<file path="src/rtl/divisor_pkg.sv">
// Shared definitions for the sequential restoring divider: FSM encoding and
// the width helper used to size the iteration counter.
package divisor_pkg;

    localparam logic [1:0] IDLE = 2'd0;
    localparam logic [1:0] RUN  = 2'd1;
    localparam logic [1:0] DONE = 2'd2;

    function automatic int clog2(input int n);
        int r;
        r = 0;
        for (int v = n - 1; v > 0; v = v >> 1)
            r++;
        return r;
    endfunction

endpackage

</file>
<file path="src/rtl/subtrator_borrow_look_ahead_param.sv">
// Combinational N-bit subtractor (a - b) with a generate/propagate
// borrow look-ahead network; borrow=1 means a < b.
module subtrator_borrow_look_ahead_param #(
    parameter int N = 9
) (
    input  logic [N-1:0] a,
    input  logic [N-1:0] b,
    output logic [N-1:0] diff,
    output logic         borrow
);

    logic [N-1:0] g;
    logic [N-1:0] p;
    logic [N:0]   bc;

    for (genvar i = 0; i < N; i++) begin : g_bit
        assign g[i]    = ~a[i] & b[i];
        assign p[i]    = ~(a[i] ^ b[i]);
        assign diff[i] = a[i] ^ b[i] ^ bc[i];
    end

    // Each borrow is the flattened sum of products of g/p below it, so no
    // borrow depends on the previous borrow signal.
    always_comb begin
        logic t;
        bc = '0;
        t  = 1'b0;
        for (int i = 1; i <= N; i++) begin
            for (int j = 0; j < i; j++) begin
                t = g[j];
                for (int k = j + 1; k < i; k++)
                    t = t & p[k];
                bc[i] = bc[i] | t;
            end
        end
    end

    assign borrow = bc[N];

endmodule

</file>
<file path="src/rtl/divisor_sequencial_param.sv">
// Sequential N-bit unsigned restoring divider, one quotient bit per clock,
// behind a start/ready/done handshake. Optional DIVISOR_ZERO_CHECK_EN
// short-circuits a zero divisor straight to DONE with div_zero set.
module divisor_sequencial_param
    import divisor_pkg::*;
#(
    parameter int N = 8
) (
    input  logic         clk,
    input  logic         rst,
    input  logic         start,
    input  logic [N-1:0] A,
    input  logic [N-1:0] B,
    output logic         ready,
    output logic         done,
    output logic [N-1:0] Q,
    output logic [N-1:0] R,
    output logic         div_zero
);

    localparam int CW = (clog2(N) < 1) ? 1 : clog2(N);

    logic [1:0]    state;
    logic [N-1:0]  q;
    logic [N-1:0]  divisor;
    logic [N:0]    rem;
    logic [CW-1:0] count;

    logic [N:0]    trial;
    logic [N:0]    diff;
    logic [N:0]    rem_next;
    logic [N-1:0]  q_next;
    logic          borrow;

    // The restoring invariant keeps rem < divisor, so its top bit stays clear.
    logic unused_rem_msb;
    assign unused_rem_msb = rem[N];

    assign trial = {rem[N-1:0], q[N-1]};

    subtrator_borrow_look_ahead_param #(.N(N + 1)) u_sub (
        .a      (trial),
        .b      ({1'b0, divisor}),
        .diff   (diff),
        .borrow (borrow)
    );

    assign rem_next = borrow ? trial : diff;
    assign q_next   = {q[N-2:0], ~borrow};

    always_ff @(posedge clk) begin
        if (rst) begin
            state    <= IDLE;
            ready    <= 1'b1;
            done     <= 1'b0;
            div_zero <= 1'b0;
            Q        <= '0;
            R        <= '0;
            q        <= '0;
            divisor  <= '0;
            rem      <= '0;
            count    <= '0;
        end else begin
            case (state)
                IDLE: begin
                    if (start) begin
                        ready   <= 1'b0;
                        q       <= A;
                        divisor <= B;
                        rem     <= '0;
                        count   <= '0;
`ifdef DIVISOR_ZERO_CHECK_EN
                        if (B == '0) begin
                            state    <= DONE;
                            done     <= 1'b1;
                            Q        <= '1;
                            R        <= A;
                            div_zero <= 1'b1;
                        end else begin
                            state <= RUN;
                        end
`else
                        state <= RUN;
`endif
                    end
                end
                RUN: begin
                    rem   <= rem_next;
                    q     <= q_next;
                    count <= count + 1'b1;
                    if (count == CW'(N - 1)) begin
                        state    <= DONE;
                        done     <= 1'b1;
                        Q        <= q_next;
                        R        <= rem_next[N-1:0];
                        div_zero <= 1'b0;
                    end
                end
                DONE: begin
                    done  <= 1'b0;
                    ready <= 1'b1;
                    state <= IDLE;
                end
                default: state <= IDLE;
            endcase
        end
    end

endmodule
</file>
<file path="config.mk">
export PLATFORM = sky130hd
export DESIGN_NAME = divisor_sequencial_param
export DESIGN_NICKNAME = d
export VERILOG_FILES = /design/src/rtl/divisor_pkg.sv /design/src/rtl/subtrator_borrow_look_ahead_param.sv /design/src/rtl/divisor_sequencial_param.sv
export SDC_FILE = /design/constraint.sdc
export NUM_CORES = 1
export LEC_CHECK = 0
export CAP_MARGIN = 20
export CORE_MARGIN = 2
export CORE_UTILIZATION = 52
export DETAILED_ROUTE_END_ITERATION = 10
export PLACE_DENSITY = 0.87
export SYNTH_ARGS = -nofsm -noshare
export SYNTH_HDL_FRONTEND = slang
export SYNTH_SLANG_ARGS = --single-unit
export TNS_END_PERCENT = 5
</file>
<file path="constraint.sdc">
create_clock -name clk -period 2.3 [get_ports clk]
set_input_delay 0.46 -clock clk [delete_from_list [all_inputs] [get_ports clk]]
set_output_delay 0.46 -clock clk [all_outputs]
set_load 0.005 [all_outputs]
</file>
==> results of run 1 <==
worst paths after layout:
kind	slack, ps	end	from	depth (start not counted)
setup / recovery	50	R[2]$_SDFFE_PP0P_	rem[2]$_SDFFE_PP0P_	8
hold / removal	460	Q[5]$_SDFFE_PP0P_	Q[5]$_SDFFE_PP0P_	2
setup reg to reg	50	R[2]$_SDFFE_PP0P_	rem[2]$_SDFFE_PP0P_	8
hold reg to reg	460	Q[5]$_SDFFE_PP0P_	Q[5]$_SDFFE_PP0P_	2
through the flow:
stage | setup slack [ps] | cell area (um2) | power, mW | std cells | utilization, %
after floorplan | 230 | 2230 | 1.20 | 272 | -
final | 46.4 | 2830 | 1.88 | 368 | 69.7
after global routing | -50.1 | 2830 | 1.97 | 368 | 69.7
after global placement | 98.1 | 2670 | 1.30 | 354 | 65.9
after detailed placement | -56.1 | 2670 | 1.31 | 354 | 65.9
after CTS | 53.7 | 2760 | 1.82 | 362 | 68.1
placed cells by master (no fill, tap or decap), types with 6 or more instances in the layout:
master	Yosys	routed
inv_1	11	11
a311oi_1	8	8
a21oi_1	24	24
nand2_1	57	57
ha_1	11	7
nor2_1	28	28
dfxtp_1	47	47
buf_4	1	18
clkdlybuf4s50_1	0	36
nand3_1	6	6
o21ai_0	7	7
synth_stat cells (all sizes together) (5+ instances only):
cell type and number:
nand3 6, clkbuf 12, nand2 57, a21oi 24, o211ai 5, nor2 29, or4 5, dfxtp 47
o21ai 8, a311oi 9, ha 11, inv 11
power groups by stage:
stage / Clock (mW) / Combinational [mW] / Sequential [mW]
after detailed placement: 0 / 0.410 / 0.903
after global placement: 0 / 0.400 / 0.902
after global routing: 0.546 / 0.529 / 0.893
after floorplan: 0 / 0.301 / 0.895
final: 0.505 / 0.487 / 0.888
after CTS: 0.513 / 0.419 / 0.885
worst max-delay path, cell delays in order, from the launching register on:
cell and delay, ps:
dfxtp_1 380, inv_1 90, ha_2 380, and4_1 230, o21ai_2 80, a311o_2 460, buf_4 190, mux2i_1 130
a211oi_1 210
per-layer routing:
metal	global-route usage (%)	vias up	routed length (um)	part of all wire, %
met5	0	-	0	0
met4	7.41	0	100	1.8
met3	4.94	11	401	7.4
met2	33.1	100	2460	45
met1	32.4	998	2470	46
li1	-	1052	-	-
state kept, by name (all words and copies together), names as in the netlist:
register  flops
done          1
count         3
state         2
R             8
divisor       8
Q             8
rem           8
ready         1
q             8
cell type report:
cell class              count  area, um2  share of cell area (%)
multi-input cells         198       1200                    42.4
flip-flops and latches     47        941                    33.3
repair buffers             54        495                    17.5
clock buffers               5       68.8                    2.43
well taps                  50       62.6                    2.21
inverters                  11       41.3                    1.46
clock inverters             3       18.8                   0.664
logic make-up after synthesis:
| family | after synthesis | share of synthesized area (%) |
|---|---|---|
| adder cells (fa/ha/maj) | 12 | 7.05 |
| XOR/XNOR | 4 | 1.57 |
| multiplexers | 2 | 0.896 |
| other | 1 | 0.168 |
| flip-flops | 47 | 42.1 |
| buffers and inverters | 27 | 5.15 |
| AND/OR/NAND/NOR | 114 | 22.7 |
| AO/OA/AOI/OAI | 65 | 20.4 |
timing repair:
action                     4_1_cts  5_1_grt
gates resized for setup          1        6
hold endpoints to repair         0        0
hold buffers                     0        0
pin swaps                        0        4
setup endpoints to repair        2        5
setup buffers                    0        6
==> impl_metrics.tcl, run 1 <==
set metrics [dict create \
    clockPowerShare_pct 26.9 \
    crit_path_max_fanout 7 \
    clkTransAtPathRegs_ps 90 \
    async_flop_share_pct 0 \
    drive_gt1_share_pct 11.9 \
    dp_hpwl_um 3680 \
    endpoint_kind "register" \
    finalWeightedCongestion 0.862 \
    synth.area.top_cells "dfxtp_1 (42%), nand2_1 (9.6%), ha_1 (6.2%)" \
    p_seq_share_pct 47.2 \
    start_kind "register" \
    grt_max_degree 19 \
    leakage_nw 1.08 \
    syn2layout_area_growth_pct 26.5 \
    root_buffer "clkbuf_8" \
    grt_pass1_vias 1893 \
    p_int_mw 1.30 \
    max_clock_freq_mhz 444 \
    yosysTopAreaCellShare_pct 42.1 \
    fin_tns_setup_ps 0 \
    timing.final.max_slew_violations 0 \
    clock_latency_ps 310 \
    ir_drop_mv 0.364 \
    rows 23 \
    synthCells 272 \
    routedWlPerCell_um 14.8 \
    detail-route-antenna-nets 0 \
    syn_nets 303 \
    drv_cap 0 \
    grt_pass1_wl_um 8870 \
    combPwrFrac_pct 25.9 \
    p_per_area_nw_per_um2 665 \
    nNetsFinal 348 \
    final_hold_viol_count 0 \
    antenna_found_initial 0 \
    firstDrtPassIters 5 \
    ys_types 47 \
    coreArea_um2 4060 \
    post-route-min-period_ps 2250 \
    via_per_inst 5.87 \
    yosysSeqAreaShare_pct 42.1 \
    drt_iter0_drc 227 \
    io_pins 38 \
    die_w_um 69.6 \
    clock_skew_ps 5.26 \
    swShare_pct 30.9 \
    cts_htree_levels 2 \
    hold_slack_ps 458 \
    syn-mean-instance-area_um2 8.22 \
    ys.flop_type "dfxtp_1" \
    totalWireLength_um 5430 \
    cts.sinks 47 \
    min_period_over_period_pct 98.0 \
    synth_edf_count 0 \
    cts_made_buffers 5 \
    drc 0 \
    die_area_um2 4840 \
    gr-usage-all-layers_pct 22.4 \
    nFillCells 320 \
    vias 2161 \
    required_ps 2520 \
    grt-ovfl-total 0 \
    status "finished clean" \
    synth_top_area_cell "dfxtp_1" \
    clk_path_buf_depth 2 \
    portBuffers 36 \
    ys_ff_latch 47 \
    crit_arrival_ps 2480 \
    cts_tree "done" \
    start_util_pct 55.1 \
    switchingPower_mw 0.580 \
    die-height_um 69.6 \
    synthesis.area_um2 2230 \
    worstSetupPathType "reg -> reg" \
    yosys_warnings 0 \
    antennaDiodeCount 0 \
    setup_viol 0 \
    hold_class "reg -> reg" \
]
Power figures use the tool's default switching activity.
==> inputs of run 2 (changes only) <==
--- a/config.mk
+++ b/config.mk
@@ -7,10 +7,13 @@
 export LEC_CHECK = 0
 export CAP_MARGIN = 20
 export CORE_MARGIN = 2
-export CORE_UTILIZATION = 52
+export CORE_UTILIZATION = 53
+export CTS_CLUSTER_SIZE = 12
 export DETAILED_ROUTE_END_ITERATION = 10
-export PLACE_DENSITY = 0.87
+export MAX_ROUTING_LAYER = met4
+export PLACE_DENSITY = 0.88
 export SYNTH_ARGS = -nofsm -noshare
 export SYNTH_HDL_FRONTEND = slang
+export SYNTH_HIERARCHICAL = 1
 export SYNTH_SLANG_ARGS = --single-unit
 export TNS_END_PERCENT = 5
==> impl_metrics.tcl, run 2 <==
set metrics [dict create \
    antenna_found_initial 0 \
    synthCells 240 \
    drv_cap 0 \
    timing.final.max_slew_violations 0 \
    vias 1814 \
    drive_gt1_share_pct 19.9 \
    wl_met2_um 2460 \
    endpoint_kind "register" \
    required_ps 2490 \
    totalWireLength_um 4860 \
    antennaDiodeCount 0 \
    portBuffers 36 \
    worstPathCellList "ha_4 -> ha_4 -> o211ai_2 -> a21oi_2 -> nor4_2 -> o21bai_1 -> buf_6 -> mux2i_1 -> a2bb2oi_1 -> nor2_1" \
    setup_viol 0 \
    max_clock_freq_mhz 440 \
    nFillCells 298 \
    start_util_pct 55.9 \
    detail-route-antenna-nets 0 \
    coreArea_um2 4060 \
    worstSetupPathType "reg -> reg" \
    grt-ovfl-total 0 \
    drc 0 \
    die_area_um2 4820 \
    dp_hpwl_um 3190 \
    cts.sinks 47 \
    layout_commonest_cell "dfxtp_1" \
    crit_path_max_incr_delay_ps 360 \
    cts_htree_levels 2 \
    drt_iter0_drc 100 \
    synthesis.area_um2 2270 \
    dp_slack_ps 1.77 \
    yosys_warnings 6 \
    die_w_um 69.4 \
    via_per_inst 5.40 \
    root_buffer "clkbuf_8" \
    routed.top_layer "met4" \
    tightest_slew_ps 952 \
    status "finished clean" \
    post-route-min-period_ps 2270 \
    grt_pass1_vias 1702 \
    firstDrtPassIters 4 \
    clock_skew_ps 7.33 \
    crit_slowest_cell "dfxtp_1" \
    setup_slack_ps 29.0 \
    min_period_over_period_pct 98.7 \
    routedWlPerCell_um 14.5 \
    finalWeightedCongestion 0.800 \
    ctsHoldBuffers 0 \
    clk_path_buf_depth 2 \
    die-height_um 69.4 \
    cts_tree "done" \
    crit_arrival_ps 2460 \
    cts_made_buffers 5 \
    syn2layout_area_growth_pct 29.0 \
    hold_class "reg -> reg" \
    p_per_area_nw_per_um2 623 \
    ir_drop_mv 0.498 \
    relSlewSlack_pct 36.4 \
    clock_latency_ps 300 \
    nNetsFinal 317 \
    crit_path_max_fanout 5 \
    syn-mean-instance-area_um2 9.45 \
    leakage_nw 1.12 \
    grt_pass1_wl_um 7580 \
    final_util_pct 72.1 \
    io_pins 38 \
    final_hold_viol_count 0 \
    crit_top_cell "ha_4" \
    grt_max_degree 22 \
    start_kind "register" \
    met1_length_um 2200 \
    gr-usage-all-layers_pct 19.7 \
    wl_met3_um 129 \
    final_cell_mix "dfxtp_1 (43), nor2_1 (39), clkdlybuf4s50_1 (36), mux2i_1 (19), nand2_1 (18)" \
    rows 23 \
    clkTransAtPathRegs_ps 90 \
]
run 2: layout make-up:
| class | instances | area, um2 | area share (%) |
|---|---|---|---|
| repair buffers | 53 | 504 | 17.2 |
| flip-flops and latches | 47 | 946 | 32.3 |
| multi-input cells | 162 | 1250 | 42.9 |
| well taps | 50 | 62.6 | 2.14 |
| clock inverters | 2 | 16.3 | 0.556 |
| clock buffers | 6 | 82.6 | 2.82 |
| inverters | 16 | 60.1 | 2.05 |
run 2: path summary, 6_finish.rpt:
check	from	endpoint	slack (ps)	cells past startpoint
min	Q[3]$_SDFFE_PP0P_	Q[3]$_SDFFE_PP0P_	460	2
max reg2reg	divisor[1]$_SDFFE_PP0P_	rem[4]$_SDFFE_PP0P_	30	10
min reg2reg	Q[3]$_SDFFE_PP0P_	Q[3]$_SDFFE_PP0P_	460	2
max	divisor[1]$_SDFFE_PP0P_	rem[4]$_SDFFE_PP0P_	30	10
run 2: critical path, delay by kind of cell, from the launching register on:
kind	cells	cell delay, ps
buffers and inverters	1	190
AO/OA/AOI/OAI	4	770
AND/OR/NAND/NOR	2	110
adder cells (fa/ha/maj)	2	410
flip-flops	1	360
multiplexers	1	300
run 2: timing repair:
| action | in CTS | in global routing |
|---|---|---|
| setup endpoints to repair | 2 | 17 |
| gates cloned | 0 | 1 |
| pin swaps | 1 | 7 |
| setup buffers | 0 | 2 |
| gates resized for setup | 2 | 20 |
run 2: where the power goes:
part	total [mW]	internal (mW)	leakage, nW	switching, mW
logic	0.418	0.224	0.687	0.193
registers	0.877	0.848	0.385	0.0289
clock network	0.530	0.246	0.0474	0.284
run 2: layer usage:
metal,vias up,track usage (%)
met5,-,-
met4,0,5.88
met3,6,4.36
met2,27,34.0
met1,875,23.0
li1,906,-
run 2: stage by stage:
step                      total power [mW]  hold WS [ps]  area, um2  setup TNS [ps]  std cells
final                                 1.82           463       2930               0        336
after global routing                  1.91           480       2930            -333        336
after CTS                             1.78           466       2820           -20.0        333
after detailed placement              1.25           453       2710               0        325
after global placement                1.24           444       2710               0        325
after floorplan                       1.14           445       2270               0        241
==> patch 1: new RTL, config.mk and constraints of run 1 <==
Add a define of `DIVISOR_ZERO_CHECK_EN`.
--- a/src/rtl/divisor_sequencial_param.sv
+++ b/src/rtl/divisor_sequencial_param.sv
@@ -1,6 +1,8 @@
 // Sequential N-bit unsigned restoring divider, one quotient bit per clock,
 // behind a start/ready/done handshake. Optional DIVISOR_ZERO_CHECK_EN
 // short-circuits a zero divisor straight to DONE with div_zero set.
+`define DIVISOR_ZERO_CHECK_EN
+
 module divisor_sequencial_param
     import divisor_pkg::*;
 #(
Function: changed (a bounded check fails within 4 cycles, from zero or initial values and one cycle with rst high).
==> patch 1 against run 1 <==
The run now ends with setup timing left; setup slack got worse by 0.096 ns; utilization rose by 0.80 points; critical path depth rose by 1; area after synthesis rose by 7.3%; worst hold slack improved by 0.0080 ns; die area rose by 6.9%; synthesized cell count rose by 7.7%; sequential cell count rose by 1; clock power rose by 7.3%; critical endpoint is now rem[0]$_SDFFE_PP0P_; power rose by 1.1%; cell area rose by 9.3%; routed wire length rose by 16%.
==> patch 1: results (changes against run 1) <==
The reported net switching power was 592.2 µW (+2.1%); the non-clock buffer contribution to total cell area was 0.1753 (about the same). The highest cell delay on the worst timing path came out at 0.35 ns (-0.11 ns). Synthesized area divided by synthesized cell count: 8.186 µm² (-0.36%).

The via count of the first global-routing pass is 2174 (+15%), and the violation count after the first detailed-route iteration is 253 (+11%). The slowest stage of the critical path is the sky130_fd_sc_hd__dfxtp_2 cell. The clock-cell share of area came out at 0.03158 (+0.0006055). The run gives 52 (+4.0%) as the number of tap cells added at floorplan.

The cell total after placement was 384 (+8.5%); the share of total power consumed by net switching was 0.3116 (+0.003034). The global routing met2 resource utilization is 0.4033 (+0.07210), and the sequential cell power is 910 µW (+2.5%). The flow ran to the end, but the final reports show violations. For the global-route wire length before repair, the log shows 10160 µm (+15%). For the pre-CTS setup slack, the log shows -0.007989 ns (+0.04813 ns). The tools report the leakage power of the design as 1.149 nW (+6.8%). The sequential share of cell area is 0.3113 (-0.02141). The required time of the critical path is 2.50 ns (-0.02 ns), and the clock buffer count is 6 (+1).

The non-clock inverter instance count of the final layout came out at 14 (+3). The fraction of layout instances using a drive strength above 1 was 0.1370 (+0.01753); the fraction of the mapped netlist area in adder cells was 0.06573 (-0.004821). The sequential fraction of the synthesis area is 0.4006 (-0.02043).

The worst setup margin is -0.04996 ns (-0.09639 ns). The number of nets produced by synthesis was 324 (+6.9%). By count the netlist is led by sky130_fd_sc_hd__nor2_1, sky130_fd_sc_hd__dfxtp_1, sky130_fd_sc_hd__nand2_1. Number of vias per cell after detailed routing: 6.147 (+4.7%). The proportion of cell area occupied by multi-input gates came out at 0.4437 (+0.01939).

The total non-filler cell area in the finished layout is 3090 µm² (+9.3%). The pin count of the biggest net entering global routing is 49 (+30). Ranked by total cell area, the synthesized netlist is headed by sky130_fd_sc_hd__dfxtp_1, sky130_fd_sc_hd__nor2_1, sky130_fd_sc_hd__a311oi_1, sky130_fd_sc_hd__nand2_1, sky130_fd_sc_hd__ha_1. The number of gates resized after CTS is 4 (+3), and the number of cells in the finished layout apart from fillers is 395 (+7.3%). The worst supply voltage drop on vdd was 0.3073 mV (-16%); the total wire length was 6307 µm (+16%).

The final net count was 373 (+7.2%). The compound-cell area share of the yosys netlist was 0.2447 (+0.04085); the number of combinational gates with multiple inputs was 217 (+9.6%). The final reports fail on setup timing. The buffer count excluding the clock tree in the final layout came out at 56 (+3.7%).

The multiplexer fraction of the synthesized cell area is 0 (-0.008959). The part of the total power dissipated in the clock network came out at 0.285 (+0.016). The count of buffers from port buffering was 37 (+2.8%).

The run gives 0.04583 (-0.003585) as the routing usage on met3. The logs give 2 (+2) for the total of endpoints with negative setup slack in the final report and -0.07004 ns (-0.07004 ns) for the setup TNS. The number of fill cells was 351 (+9.7%). The worst setup skew after layout was 0.01213 ns (+0.006870 ns); the xor and xnor area share after synthesis was 0.01095 (-0.004723).
[patch 1: cell types whose count changed in the layout (fill, tap and decap cells not counted), moves of 7 or more]
cell,delta
sky130_fd_sc_hd__nand2_1,-18
sky130_fd_sc_hd__nor3_1,+13
sky130_fd_sc_hd__a311oi_1,+7
sky130_fd_sc_hd__nor2_1,+29
sky130_fd_sc_hd__a21oi_1,-11
[patch 1: worst paths after layout]
kind,startpoint,to,slack [ns],cells past startpoint
setup / recovery,rem[0]$_SDFFE_PP0P_,rem[0]$_SDFFE_PP0P_,-0.05,9
hold / removal,divisor[0]$_SDFFE_PP0P_,divisor[0]$_SDFFE_PP0P_,0.47,2
setup reg to reg,rem[0]$_SDFFE_PP0P_,rem[0]$_SDFFE_PP0P_,-0.05,9
hold reg to reg,divisor[0]$_SDFFE_PP0P_,divisor[0]$_SDFFE_PP0P_,0.47,2
==> patch 2: new RTL, flow settings as in run 1 <==
Made on the original files. Reset style: asynchronous (`rst`), changed in one clocked block.
--- a/src/rtl/divisor_sequencial_param.sv
+++ b/src/rtl/divisor_sequencial_param.sv
@@ -48,7 +48,7 @@
     assign rem_next = borrow ? trial : diff;
     assign q_next   = {q[N-2:0], ~borrow};
 
-    always_ff @(posedge clk) begin
+    always_ff @(posedge clk or posedge rst) begin
         if (rst) begin
             state    <= IDLE;
             ready    <= 1'b1;
Check against the original RTL: differs if rst is asserted again (counterexample within 4 cycles, from zero or initial values and one cycle with rst high); with rst held inactive, the same outputs for 10 cycles.
==> patch 2 against run 1 <==
Cell area barely moved; setup slack improved by 0.081 ns; sequential share of layout area rose by 8.4 points; synthesized cell count fell by 22%; area after synthesis rose by 3.1%; critical endpoint is now rem[0]$_DFFE_PP0P_; sequential cell count did not move; routed wire length fell by 11%.
Power is not compared: it rests on default switching activity, and its combinational part moved more than twofold at a synthesized area within 25%.
==> patch 2: results (changes against run 1) <==
The flow ran to the end, and the final reports show no timing, DRC or antenna violations. For the violation count after the first detailed-route iteration, the log shows 127 (-44%). Routed signal wires occupy layers up through met4. The number of iterations in the first detailed-routing pass was 4 (-1). The count of unique library cells instantiated by Yosys was 42 (-11%).

The cell depth of the worst flop-to-flop path works out to 8 (unchanged). The sink of the worst hold path was Q[1]$_DFFE_PP0P_. Post-detailed-placement half-perimeter wirelength: 3347 µm (-9.0%).

The number of nets produced by synthesis was 243 (-20%); the worst setup skew after layout was 0.007155 ns (+0.001894 ns). For the final net count, the log shows 285 (-18%). The tools report the slack of the worst reg-to-reg path as 0.13 ns (+0.08 ns). After synthesis, the most frequently instantiated cells are sky130_fd_sc_hd__dfrtp_1, sky130_fd_sc_hd__nand2_1, sky130_fd_sc_hd__inv_1, sky130_fd_sc_hd__mux2_2, sky130_fd_sc_hd__o21ai_1. The wire length on met1 was 2059 µm (-17%); the post-synthesis async set-or-reset flop share was 1.000 (+1.000). The largest fanout on the critical path was 5 (-2).

The met3 wirelength from detailed routing is 214 µm (-47%), and the pre-CTS setup slack is 0.07360 ns (+0.1297 ns). Count of buffers from port buffering: 36 (unchanged). The sequential fraction of the synthesis area is 0.5111 (+0.09008). In this run the critical register-to-register path is launched from divisor[1]$_DFFE_PP0P_.

The highest cell delay on the worst timing path is 0.43 ns (-0.03 ns), and the number of fill cells is 345 (+7.8%). The mean routed wirelength per cell is 15.74 µm (+6.7%), and the pin count of the biggest net entering global routing is 48 (+29). The tools report the placer congestion estimate as 0.7970 (-7.5%). The tools report the global-route wire length before repair as 8231 µm (-7.2%). After synthesis, the cell types taking the most area are sky130_fd_sc_hd__dfrtp_1, sky130_fd_sc_hd__mux2_2, sky130_fd_sc_hd__ha_1, sky130_fd_sc_hd__nand2_1, sky130_fd_sc_hd__o21ai_1. Fraction of layout instances using a drive strength above 1: 0.1569 (+0.03737). The slowest stage of the critical path belongs to the cell sky130_fd_sc_hd__dfrtp_1.

The number of vias per cell after detailed routing came out at 5.625 (-4.2%). The routed length on met2 was 2450 µm (-0.20%); the total global routing track utilization was 0.2125 (-0.01171). The worst path arrival time was 2.41 ns (-0.07 ns); the worst supply voltage drop on vdd was 0.7338 mV.

The tools report the startpoint of the worst hold path as Q[1]$_DFFE_PP0P_. In this run the critical register-to-register path is captured at rem[0]$_DFFE_PP0P_.
==> patch 2: cell count changes after synthesis, moves of 9 or more <==
cell,run 1,this run
sky130_fd_sc_hd__nand2_1,57,29
sky130_fd_sc_hd__clkbuf_1,12,3
sky130_fd_sc_hd__mux2_2,0,14
sky130_fd_sc_hd__nor2_1,28,5
sky130_fd_sc_hd__dfxtp_1,47,0
sky130_fd_sc_hd__o21ai_1,0,14
sky130_fd_sc_hd__dfrtp_1,0,46
sky130_fd_sc_hd__a21oi_1,24,6
==> patch 2: worst max path at each step <==
stage	startpoint	end	slack [ns]	cells after the start
3_3_place_gp	divisor[1]$_DFFE_PP0P_	rem[0]$_DFFE_PP0P_	0.15	8
3_5_place_dp	divisor[1]$_DFFE_PP0P_	rem[1]$_DFFE_PP0P_	0.07	8
2_1_floorplan	divisor[1]$_DFFE_PP0P_	rem[0]$_DFFE_PP0P_	0.27	8
4_1_cts	divisor[1]$_DFFE_PP0P_	rem[0]$_DFFE_PP0P_	0.03	8
5_1_grt	divisor[1]$_DFFE_PP0P_	rem[4]$_DFFE_PP0P_	0.0003	8
6_report	divisor[1]$_DFFE_PP0P_	rem[0]$_DFFE_PP0P_	0.13	8
==> patch 2: where the power goes <==
| group | switching [mW] | internal (mW) |
|---|---|---|
| registers | 0.274 | 1.24 |
| clock network | 0.273 | 0.243 |
| logic | 1.26 | 1.26 |
| total | 1.81 | 2.74 |
==> patch 2: through the flow <==
step	instances	hold WS [ns]	area (µm²)	utilization	power, mW
finish	307	0.4916	2826	0.6536	4.549
global route	307	0.5026	2826	0.6536	4.925
CTS	306	0.4975	2813	0.6505	4.500
detailed placement	298	0.4794	2721	0.6293	3.964
global placement	298	0.4641	2721	0.6293	3.825
floorplan	212	0.4545	2303	-	3.219
==> patch 2: cells by family after synthesis <==
family          share of synthesized area
mux                                0.1032
buf+inv                           0.05106
xor+xnor                          0.02281
flops                              0.5111
fa+ha+maj                         0.06844
simple gates                      0.09506
other cells                      0.001628
compound gates                     0.1467
==> patch 2: area by class of cell <==
class | count | share of cell area
sequential | 47 | 0.4166
multi-input combinational | 144 | 0.3617
inverter | 14 | 0.01859
tap | 52 | 0.02302
clock inverter | 1 | 0.001771
timing repair buffer | 42 | 0.1479
clock buffer | 7 | 0.03054
==> patch 2: routing by layer <==
metal | track usage | vias up
met2 | 0.3595 | 50
li1 | - | 822
met5 | 0 | -
met1 | 0.2624 | 842
met3 | 0.04558 | 13
met4 | 0.09853 | 0
==> patch 2: worst min-delay path: cells and delay by family, from the launching register on <==
kind / cells / cell delay (ns)
AND/OR/NAND/NOR: 1 / 0.04
flip-flops: 1 / 0.35
AO/OA/AOI/OAI: 1 / 0.06
==> patch 2: what timing repair did <==
item	CTS	global route
hold buffers	0	0
setup endpoints to repair	0	14
resized for setup	0	3
